<file path="src/rtl/spi_slave_pkg.sv">
// Shared definitions for the SPI slave word core: FSM state encoding,
// SPI mode constants and the default idle transmit word.
package spi_slave_pkg;

    typedef enum logic [1:0] {
        ST_IDLE  = 2'd0,
        ST_LOAD  = 2'd1,
        ST_SHIFT = 2'd2
    } state_t;

    // SPI mode encoding {CPOL,CPHA}
    localparam logic [1:0] MODE0 = 2'b00;
    localparam logic [1:0] MODE1 = 2'b01;
    localparam logic [1:0] MODE2 = 2'b10;
    localparam logic [1:0] MODE3 = 2'b11;

    // Word shifted out when no transmit word is offered (sliced to DATA_W)
    localparam logic [31:0] TX_IDLE_DEFAULT = '1;

    // Clock polarity: SCLK idles high in modes 2 and 3
    function automatic logic mode_cpol(input logic [1:0] m);
        return (m == MODE2) || (m == MODE3);
    endfunction

    // Clock phase: sample on the trailing edge in modes 1 and 3
    function automatic logic mode_cpha(input logic [1:0] m);
        return !((m == MODE0) || (m == MODE2));
    endfunction

endpackage

</file>
<file path="src/rtl/spi_slave_sync.sv">
// Two-flop synchronizer for one asynchronous SPI pin, followed by one
// edge-detect register. IDLE_VAL is the level all flops take on reset.
module spi_slave_sync #(
    parameter logic IDLE_VAL = 1'b0
) (
    input  logic sys_clk,
    input  logic rst,
    input  logic pin,
    output logic lvl,
    output logic rise,
    output logic fall
);

    // sr[1:0] is the synchronizer, sr[2] holds the previous synchronized level
    logic [2:0] sr;

    // Shift the raw pin through the synchronizer and edge-detect stage
    always_ff @(posedge sys_clk) begin
        if (rst) sr <= {3{IDLE_VAL}};
        else     sr <= {sr[1:0], pin};
    end

    assign lvl  = sr[1];
    assign rise = sr[1] & ~sr[2];
    assign fall = ~sr[1] & sr[2];

endmodule

</file>
<file path="src/rtl/spi_slave_word_core.sv">
// SPI slave, word oriented, all four SPI modes, oversampled on sys_clk.
// Optional statistics counters are enabled by defining SPI_SLAVE_STATS_EN.
module spi_slave_word_core
    import spi_slave_pkg::*;
#(
    parameter int              DATA_W    = 8,
    parameter int              LSB_FIRST = 0,
    parameter logic [DATA_W-1:0] TX_IDLE = TX_IDLE_DEFAULT[DATA_W-1:0]
) (
    input  logic              sys_clk,
    input  logic              rst,
    input  logic [1:0]        cfg_mode,
    input  logic              st_spi_clk,
    input  logic              st_spi_mosi,
    input  logic              st_spi_ncs,
    output logic              st_spi_miso,
    input  logic [DATA_W-1:0] tx_data,
    input  logic              tx_valid,
    output logic              tx_ready,
    output logic [DATA_W-1:0] rx_data,
    output logic              rx_valid,
    output logic              rx_fval,
    output logic              rx_partial,
    output logic              tx_underrun
`ifdef SPI_SLAVE_STATS_EN
    ,
    output logic [15:0]       stat_frames,
    output logic [15:0]       stat_words,
    output logic [15:0]       stat_underruns
`endif
);

    localparam int CW = $clog2(DATA_W);

    // Pin order {ncs, clk, mosi}; ncs idles high, the rest low
    localparam logic [2:0] SYNC_IDLE = 3'b100;

    logic [2:0] pins, s_lvl, s_rise, s_fall;
    assign pins = {st_spi_ncs, st_spi_clk, st_spi_mosi};

    for (genvar i = 0; i < 3; i++) begin : g_sync
        spi_slave_sync #(.IDLE_VAL(SYNC_IDLE[i])) u_sync (
            .sys_clk (sys_clk),
            .rst     (rst),
            .pin     (pins[i]),
            .lvl     (s_lvl[i]),
            .rise    (s_rise[i]),
            .fall    (s_fall[i])
        );
    end

    logic ncs_lvl, ncs_rise, ncs_fall, clk_rise, clk_fall, mosi_lvl;
    assign ncs_lvl  = s_lvl[2];
    assign ncs_rise = s_rise[2];
    assign ncs_fall = s_fall[2];
    assign clk_rise = s_rise[1];
    assign clk_fall = s_fall[1];
    assign mosi_lvl = s_lvl[0];

    logic sync_unused;
    assign sync_unused = &{s_lvl[1], s_rise[0], s_fall[0]};

    state_t            state;
    logic [1:0]        mode;
    logic [CW-1:0]     bit_cnt;
    logic [DATA_W-1:0] rx_shift, tx_shift, tx_hold;
    logic              skip_shift;   // CPHA=1: first shift edge keeps bit 0
    logic              reload;       // next shift edge loads tx_hold
    logic [1:0]        arm_cnt;      // ncs seen high long enough after reset

    logic              lead_edge, trail_edge, sample_ev, shift_ev;
    logic              last_bit, word_done, partial_end;
    logic [DATA_W-1:0] fetch_word, rx_next, tx_adv, tx_next;
    logic              miso_next;

    // Edge classification, fetch handshake and next shift-register values
    always_comb begin
        lead_edge   = mode_cpol(mode) ? clk_fall : clk_rise;
        trail_edge  = mode_cpol(mode) ? clk_rise : clk_fall;
        sample_ev   = (state == ST_SHIFT) && (mode_cpha(mode) ? trail_edge : lead_edge);
        shift_ev    = (state == ST_SHIFT) && (mode_cpha(mode) ? lead_edge : trail_edge);
        last_bit    = (bit_cnt == CW'(DATA_W - 1));
        word_done   = sample_ev && last_bit;
        partial_end = sample_ev ? !last_bit : (bit_cnt != '0);
        // No fetch when the frame ends on the same cycle: that word would never go out
        tx_ready    = (state == ST_LOAD) || (word_done && !ncs_rise);
        fetch_word  = tx_valid ? tx_data : TX_IDLE;
        if (LSB_FIRST != 0) begin
            rx_next = {mosi_lvl, rx_shift[DATA_W-1:1]};
            tx_adv  = {1'b0, tx_shift[DATA_W-1:1]};
        end else begin
            rx_next = {rx_shift[DATA_W-2:0], mosi_lvl};
            tx_adv  = {tx_shift[DATA_W-2:0], 1'b0};
        end
        tx_next = tx_shift;
        if (state == ST_LOAD)  tx_next = fetch_word;
        else if (shift_ev && !skip_shift) tx_next = reload ? tx_hold : tx_adv;
        miso_next = (LSB_FIRST != 0) ? tx_next[0] : tx_next[DATA_W-1];
    end

    // Frame FSM with registered outputs
    always_ff @(posedge sys_clk) begin
        if (rst) begin
            state       <= ST_IDLE;
            mode        <= MODE0;
            bit_cnt     <= '0;
            rx_shift    <= '0;
            tx_shift    <= TX_IDLE;
            tx_hold     <= TX_IDLE;
            skip_shift  <= 1'b0;
            reload      <= 1'b0;
            arm_cnt     <= 2'd0;
            rx_data     <= '0;
            rx_valid    <= 1'b0;
            rx_fval     <= 1'b0;
            rx_partial  <= 1'b0;
            tx_underrun <= 1'b0;
            st_spi_miso <= 1'b1;
        end else begin
            rx_valid    <= 1'b0;
            rx_partial  <= 1'b0;
            tx_underrun <= tx_ready && !tx_valid;
            tx_shift    <= tx_next;
            // The ncs synchronizer leaves reset reading high; insist on a real
            // high level before honouring a falling edge so a frame already in
            // progress at reset release is not picked up mid-way.
            if (arm_cnt != 2'd3) arm_cnt <= ncs_lvl ? arm_cnt + 2'd1 : 2'd0;
            case (state)
                ST_IDLE: begin
                    st_spi_miso <= 1'b1;
                    if (ncs_fall && arm_cnt == 2'd3) begin
                        state   <= ST_LOAD;
                        rx_fval <= 1'b1;
                    end
                end
                ST_LOAD: begin
                    mode        <= cfg_mode;
                    bit_cnt     <= '0;
                    skip_shift  <= mode_cpha(cfg_mode);
                    reload      <= 1'b0;
                    st_spi_miso <= miso_next;
                    state       <= ST_SHIFT;
                    if (ncs_rise) begin
                        state       <= ST_IDLE;
                        rx_fval     <= 1'b0;
                        st_spi_miso <= 1'b1;
                    end
                end
                ST_SHIFT: begin
                    st_spi_miso <= miso_next;
                    if (sample_ev) begin
                        rx_shift <= rx_next;
                        bit_cnt  <= last_bit ? '0 : bit_cnt + 1'b1;
                        if (last_bit) begin
                            rx_data  <= rx_next;
                            rx_valid <= 1'b1;
                            if (!ncs_rise) begin
                                tx_hold <= fetch_word;
                                reload  <= 1'b1;
                            end
                        end
                    end
                    if (shift_ev) begin
                        skip_shift <= 1'b0;
                        if (!skip_shift) reload <= 1'b0;
                    end
                    if (ncs_rise) begin
                        state       <= ST_IDLE;
                        rx_fval     <= 1'b0;
                        st_spi_miso <= 1'b1;
                        rx_partial  <= partial_end;
                    end
                end
                default: state <= ST_IDLE;
            endcase
        end
    end

`ifdef SPI_SLAVE_STATS_EN
    // Saturating frame, word and underrun counters
    always_ff @(posedge sys_clk) begin
        if (rst) begin
            stat_frames    <= '0;
            stat_words     <= '0;
            stat_underruns <= '0;
        end else begin
            if (state == ST_SHIFT && ncs_rise && stat_frames != 16'hFFFF)
                stat_frames <= stat_frames + 16'd1;
            if (rx_valid && stat_words != 16'hFFFF)
                stat_words <= stat_words + 16'd1;
            if (tx_underrun && stat_underruns != 16'hFFFF)
                stat_underruns <= stat_underruns + 16'd1;
        end
    end
`else
    // Statistics counters not built
`endif

endmodule

</file>
<file path="config.mk">
export PLATFORM = sky130hd
export DESIGN_NAME = spi_slave_word_core
export DESIGN_NICKNAME = d
export VERILOG_FILES = /design/src/rtl/spi_slave_pkg.sv /design/src/rtl/spi_slave_sync.sv /design/src/rtl/spi_slave_word_core.sv
export SDC_FILE = /design/constraint.sdc
export NUM_CORES = 1
export LEC_CHECK = 0
export CORE_MARGIN = 2
export CORE_UTILIZATION = 30
export DETAILED_ROUTE_END_ITERATION = 6
export PLACE_DENSITY_LB_ADDON = 0.2
export SYNTH_ARGS = -nofsm -noshare
export SYNTH_HDL_FRONTEND = slang
export SYNTH_SLANG_ARGS = --single-unit
</file>
<file path="constraint.sdc">
create_clock -name sys_clk -period 4.9 [get_ports sys_clk]
set_clock_uncertainty 0.2 [all_clocks]
set_input_delay 1.47 -clock sys_clk [delete_from_list [all_inputs] [get_ports sys_clk]]
set_output_delay 1.47 -clock sys_clk [all_outputs]
set_load 0.01 [all_outputs]
</file>
==> results of run 1 <==
[cells by family after synthesis]
family | after synthesis | synth area share [%]
flops | 55 | 44.1
fa+ha+maj | 8 | 4.01
simple gates | 78 | 17.9
mux | 30 | 13.7
compound gates | 57 | 15.2
xor+xnor | 1 | 1.10
buf+inv | 20 | 4.01
[cells in the mapped netlist, drive strengths merged (3+ instances only)]
library cell   n
and3           8
nand3          8
buf            5
dfxtp         55
nor2b          9
nor2          16
o32ai          4
or2            3
a21oi         21
nand2          9
ha             8
a211o          9
mux2           7
inv            6
mux2i         23
nand2b        12
o21ai         15
clkbuf         9
[layer usage]
| layer | track usage [%] | up-vias | share of wire [%] |
|---|---|---|---|
| li1 | - | 936 | - |
| met4 | 3.62 | 0 | 1.1 |
| met3 | 2.21 | 4 | 3.0 |
| met1 | 15.7 | 849 | 50 |
| met2 | 17.7 | 23 | 46 |
| met5 | 0 | - | 0 |
[worst max-delay path, stage by stage, from the launching register on]
cell             delay (ns)
dfxtp_1                0.35
inv_1                  0.09
ha_1                   0.57
nand4b_1               0.24
mux2i_4                0.20
nand2_2                0.17
nand2_1                0.13
clkdlybuf4s50_1        0.53
[metrics by stage]
stage                     worst slack [ns]  power (µW)  hold WS (ns)
after floorplan                       1.85         670         0.189
after global placement                1.03         721         0.192
after detailed placement             0.983         724         0.199
after CTS                            0.593         974         0.224
after global routing                 0.409        1020         0.239
final                                0.634         959         0.218
[cell usage in the layout, fill, tap and decap left out, drive strengths merged, types with 3 or more instances in the layout]
cell type	netlist	routed
a211o	9	9
a21oi	21	21
and3	8	8
buf	5	4
clkbuf	9	5
clkdlybuf4s50	0	28
dfxtp	55	55
ha	8	8
inv	6	6
mux2	7	7
mux2i	23	23
nand2	9	9
nand2b	12	12
nand3	8	8
nor2	16	16
nor2b	9	9
o21ai	15	15
o32ai	4	4
or2	3	3
[worst paths after layout]
path	startpoint	end	slack, ns	cells after the start
max	state[0]	tx_ready	0.63	7
min	g_sync[2].u_sync.sr[0]	g_sync[2].u_sync.sr[1]	0.22	1
max reg2reg	state[0]	st_spi_miso	2.48	6
min reg2reg	g_sync[2].u_sync.sr[0]	g_sync[2].u_sync.sr[1]	0.22	1
[layout make-up]
class                      count  area share (%)
clock buffer                   5            2.33
clock inverter                 3           0.679
sequential                    55            37.3
inverter                       6           0.764
multi-input combinational    174            44.0
tap                          105            4.45
timing repair buffer          32            10.4
[where the power goes]
| group | leakage (µW) | internal, µW | total [µW] | switching (µW) |
|---|---|---|---|---|
| Clock | 0.0000402 | 99.8 | 246 | 146 |
| Sequential | 0.000447 | 483 | 506 | 22.9 |
| Combinational | 0.000575 | 102 | 207 | 105 |
| Total | 0.00106 | 685 | 959 | 274 |
[sequential cells by signal, summed over array words and instances, names as in the netlist, 2 cells and up]
signal	count
g_sync.u_sync.sr	8
rx_data	8
tx_hold	8
tx_shift	8
rx_shift	7
bit_cnt	3
arm_cnt	2
mode	2
state	2
==> run summary, run 1 <==
Post-DP Area -> 0.00286 mm²
Ant diodes -> 0
Mapped Cells -> 249
Final Slew Violations -> 0
Synth warn -> 0
Fin. Hold Viols -> 0
Area growth from synthesis to layout -> 18.0%
CTS tree -> built
Max transition margin -> 48.1%
CP Data Required Time -> 3.23 ns
Inserted Clock Buffers -> 5
Clk_lat worst skew -> 0.30 ns
Syn_area_per_cell -> 10.0 µm²
Number of flops mapped to enable cells by yosys -> 0
Die Ht -> 95.3 µm
Status -> completed
Setup Buffers After CTS -> 0
Crit Path Category -> flop to output port
Syn Nets -> 273
Post-DP HPWL -> 3260 µm
Nets@finish -> 298
# setup viols final -> 0
Share of the synthesized area in the top cell type -> 44.1%
Core area -> 0.00813 mm²
Final cell count without fillers -> 380
Seq. cell area -> 0.00110 mm²
Synth cell types -> 43
Clock root buffer -> clkbuf_8
Starting Density -> 30.7%
First DRT Iteration DRCs -> 90
Hold_buf cts -> 0
Asr flop ratio synth -> 0%
Total negative slack -> 0 ns
WL final -> 4890 µm
Arrival time at the worst endpoint -> 2.60 ns
GRT overflow -> 0
Fin crit share -> 87.1%
VDD IR-drop max -> 0.000124 V
FP Rows -> 33
DRT antenna net count -> 0
Crit path time final -> 4.27 ns
MaxCap Viol Count -> 0
Least-Margin Pin Slew -> 0.779 ns
Vias -> 1812
First-pass GRT wire length -> 8150 µm
Die area -> 0.00907 mm²
Crit end category -> output port
Placed cells -> 372
Crit path launch type -> flop
I/O pin cnt -> 30
Area of the multi-input gates -> 0.00130 mm²
Cell taking the most area after synthesis -> dfxtp_1
Largest net degree at the start of global routing -> 43
Yosys reg bits -> 55
Top FF cell, synth -> dfxtp_1
Layout cells sized above 1 -> 13.8%
Post-route cell area -> 0.00295 mm²
Die W -> 95.3 µm
Clock buffer depth -> 2
FILL cells -> 821
Util after Layout -> 36.3%
H-tree Lvls -> 2
Pwr dens -> 325 mW/mm²
Initial antenna violation count -> 0
Fmax achieved -> 234 MHz
Sequential share of the synthesized area -> 44.1%
RSZ-0062 raised after global routing -> false
Drt drc -> 0
Reg clk slew, reported paths -> 0.10 ns
Number of vias per cell -> 4.77
Iteration count of the initial detailed-routing pass -> 4
Port bufs -> 29
Total global-route track usage -> 11.3%
Vias in the first global route -> 1742
# resized after CTS -> 0
Static leakage -> 0.00106 µW
Clk sink count -> 55
Critical Path Fanout Max -> 20
Drt wl/cell -> 12.9 µm
Hold Path Class -> flop to flop
Gpl congestion -> 0.734
Area contributors post-synth -> dfxtp_1 44%, mux2i_1 8.0%, a21oi_1 4.2%, ha_1 4.0%, a211o_1 3.2%
Mapped Area -> 0.00250 mm²
Note: power is estimated with default switching activity, not from simulation.
==> run 2: changes to the inputs <==
ABC_AREA = 0   (was default)
SETUP_SLACK_MARGIN = 0.1   (was default)
==> results of run 2 <==
Final layout, timing and power as in run 1 (identical DEF).
==> run 3: changes to the inputs <==
ABC_AREA = 1   (was 0)
==> run 3 against run 2 <==
Against the previous run: die area decreased by 3.5%; setup slack better by 0.30 ns; total power up 13%; final cell count up 16%; clock power up 2%; global-route usage is 1.6 points higher; hold slack worse by 0.0071 ns; largest power group unchanged; highest routed layer unchanged.
==> run summary, run 3 <==
Asr flop ratio synth -> 0% (unchanged)
Crit Path Category -> flop to output port (unchanged)
Sequential share of the synthesized area -> 45.7% (was 44.1%)
Crit path max-delay family -> buffers and inverters (unchanged)
Hold_buf cts -> 0 (unchanged)
Starting Density -> 31.0% (was 30.7%)
FILL cells -> 835 (was 821)
Least-Margin Pin Slew -> 0.791 ns (was 0.779 ns)
Switching fraction of total power -> 34.3% (was 28.6%)
Core area -> 0.00777 mm² (was 0.00813 mm²)
Vias in the first global route -> 1887 (was 1742)
Die W -> 93.6 µm (was 95.3 µm)
Clock buffer depth -> 2 (unchanged)
WL final -> 5270 µm (was 4890 µm)
Most common cell after layout, fill and taps aside -> nand2_1 (was dfxtp_1)
Crit end category -> output port (unchanged)
GRT overflow -> 0 (unchanged)
Area contributors post-synth -> dfxtp_1 46%, nand2_1 12%, nand3_1 8.5%, a21oi_1 6.4%, ha_1 4.2% (was dfxtp_1 44%, mux2i_1 8.0%, a21oi_1 4.2%, ha_1 4.0%, a211o_1 3.2%)
Drt wl/cell -> 12.0 µm (was 12.9 µm)
Placed cells -> 431 (was 372)
Clk_lat worst skew -> 0.31 ns (was 0.30 ns)
Drt drc -> 0 (unchanged)
Initial antenna violation count -> 0 (unchanged)
Mapped Area -> 0.00241 mm² (was 0.00250 mm²)
Commonest non-fill, non-tap cells in the layout -> 78 x nand2_1, 55 x dfxtp_1, 41 x nand3_1, 31 x a21oi_1, 29 x clkdlybuf4s50_1 (was 55 x dfxtp_1, 28 x clkdlybuf4s50_1, 21 x a21oi_1, 20 x mux2i_1, 16 x nor2_1)
Most frequent cell after synthesis -> nand2_1 (was dfxtp_1)
Clock root buffer -> clkbuf_8 (unchanged)
Area of the multi-input gates -> 0.00114 mm² (was 0.00130 mm²)
CP bufs+invs -> 2 (unchanged)
First-pass GRT wire length -> 8990 µm (was 8150 µm)
Arrival time at the worst endpoint -> 2.30 ns (was 2.60 ns)
WL met3 -> 244 µm (was 145 µm)
Fin crit share -> 81.0% (was 87.1%)
Die area -> 0.00876 mm² (was 0.00907 mm²)
Fin. Hold Viols -> 0 (unchanged)
CP Data Required Time -> 3.23 ns (about the same)
Met2 routed WL -> 2490 µm (was 2240 µm)
Critical Path Fanout Max -> 13 (was 20)
Share of the synthesized area in the top cell type -> 45.7% (was 44.1%)
Synth cell types -> 29 (was 43)
CP max-delay cell -> clkdlybuf4s50_1 (was ha_1)
Inserted Clock Buffers -> 5 (unchanged)
Die Ht -> 93.6 µm (was 95.3 µm)
Post-DP HPWL -> 3660 µm (was 3260 µm)
Fmax achieved -> 252 MHz (was 234 MHz)
Clk pwr share -> 23.2% (was 25.7%)
Max transition margin -> 47.2% (was 48.1%)
# setup viols final -> 0 (unchanged)
Yosys reg bits -> 55 (unchanged)
Total negative slack -> 0 ns (unchanged)
FP Rows -> 32 (was 33)
Status -> completed (unchanged)
Synth warn -> 0 (unchanged)
Top cells by count, synth -> 78 x nand2_1, 55 x dfxtp_1, 41 x nand3_1 (was 55 x dfxtp_1, 21 x a21oi_1, 20 x mux2i_1)
Port bufs -> 29 (unchanged)
Cell taking the most area after synthesis -> dfxtp_1 (unchanged)
MaxCap Viol Count -> 0 (unchanged)
Gpl congestion -> 0.791 (was 0.734)
Largest net degree at the start of global routing -> 32 (was 43)
Number of vias per cell -> 4.56 (was 4.77)
RSZ-0062 raised after global routing -> false (unchanged)
DRT antenna net count -> 0 (unchanged)
P_int -> 714 µW (was 685 µW)
Iteration count of the initial detailed-routing pass -> 4 (unchanged)
Mapped Cells -> 310 (was 249)
Setup Buffers After CTS -> 0 (unchanged)
Vias -> 2004 (was 1812)
Crit path launch type -> flop (unchanged)
Reg clk slew, reported paths -> 0.09 ns (was 0.10 ns)
Ant diodes -> 0 (unchanged)
Net switching power -> 374 µW (was 274 µW)
Metal1 wirelength -> 2480 µm (was 2450 µm)
Hold Path Class -> flop to flop (unchanged)
Crit path top cell by count -> ha_1
H-tree Lvls -> 2 (unchanged)
First DRT Iteration DRCs -> 110 (was 90)
Sequential share of power -> 48.1% (was 52.8%)
Final cell count without fillers -> 439 (was 380)
Top layer in use -> met4 (unchanged)
I/O pin cnt -> 30 (unchanged)
Combinational power share -> 28.7% (was 21.5%)
Static leakage -> 0.00125 µW (was 0.00106 µW)
Pwr dens -> 379 mW/mm² (was 325 mW/mm²)
Syn_area_per_cell -> 7.77 µm² (was 10.0 µm²)
Nets@finish -> 360 (was 298)
Number of flops mapped to enable cells by yosys -> 0 (unchanged)
Area growth from synthesis to layout -> 19.3% (was 18.0%)
Syn Nets -> 334 (was 273)
Seq. cell area -> 0.00110 mm² (unchanged)
Top FF cell, synth -> dfxtp_1 (unchanged)
Total global-route track usage -> 12.9% (was 11.3%)
Clk sink count -> 55 (unchanged)
Crit path time final -> 3.97 ns (was 4.27 ns)
CTS tree -> built (unchanged)
Final Slew Violations -> 0 (unchanged)
# resized after CTS -> 0 (unchanged)
Layout cells sized above 1 -> 9.20% (was 13.8%)
CP Cell Sequence -> ha_1, ha_1, inv_1, nor2_8, nand2_4, nand2_2, clkdlybuf4s50_1 (was inv_1, ha_1, nand4b_1, mux2i_4, nand2_2, nand2_1, clkdlybuf4s50_1)
Critical Path Max Stage Delay -> 0.54 ns (was 0.57 ns)
VDD IR-drop max -> 0.000152 V (was 0.000124 V)
Final Power -> 1090 µW (was 959 µW)
==> run 3: worst paths after layout <==
path,slack [ns],to,cells after the start,startpoint
worst max-delay path,0.93,tx_ready,7,bit_cnt[0]
worst max register to register,2.82,tx_shift[0],9,state[0]
worst min-delay path,0.21,g_sync[1].u_sync.sr[1],2,g_sync[1].u_sync.sr[0]
worst min register to register,0.21,g_sync[1].u_sync.sr[1],2,g_sync[1].u_sync.sr[0]
==> run 3: cells by family (layout without fill, tap and decap cells) <==
logic type	after synthesis	count (layout)	synth area share, %
compound gates	50	50	11.4
fa+ha+maj	8	8	4.16
buf+inv	40	67	7.01
flops	55	55	45.7
simple gates	157	157	31.7
==> run 3: per-stage QoR <==
stage                     worst slack (ns)  hold WS, ns  cell area (µm²)  utilization, %
after floorplan                       2.00        0.188             2410               -
after global placement                1.29        0.191             2780            35.8
after detailed placement              1.26        0.193             2780            35.8
after CTS                            0.899        0.214             2870            37.0
after global routing                 0.762        0.229             2870            37.0
final                                0.933        0.211             2870            37.0
==> run 3: area by class of cell <==
class	count	share of cell area, %
Multi-Input combinational cell	215	39.6
Inverter	29	3.96
Sequential cell	55	38.3
Clock inverter	3	0.871
Tap cell	102	4.44
Timing Repair Buffer	30	10.4
Clock buffer	5	2.40
==> run 3: power by group through the flow <==
| stage | sequential [µW] | clock (µW) | combinational (µW) |
|---|---|---|---|
| finish | 524 | 252 | 312 |
| global route | 531 | 285 | 360 |
| CTS | 524 | 265 | 315 |
| detailed placement | 533 | 0 | 313 |
| global placement | 533 | 0 | 313 |
| floorplan | 529 | 0 | 230 |
==> run 3: metal layers <==
| layer | up-vias | track usage, % |
|---|---|---|
| li1 | 1065 | - |
| met1 | 894 | 17.6 |
| met2 | 40 | 20.5 |
| met3 | 5 | 2.74 |
| met4 | 0 | 3.99 |
| met5 | - | 0 |
==> run 3: worst register-to-register path, stage by stage (launching register included) <==
cell and delay (ns):
dfxtp_1 0.34, inv_1 0.10, ha_1 0.26, inv_1 0.13, nor2_1 0.20, nand3_2 0.24
nand2_1 0.18, inv_1 0.13, nand2_1 0.08, nand3_1 0.07
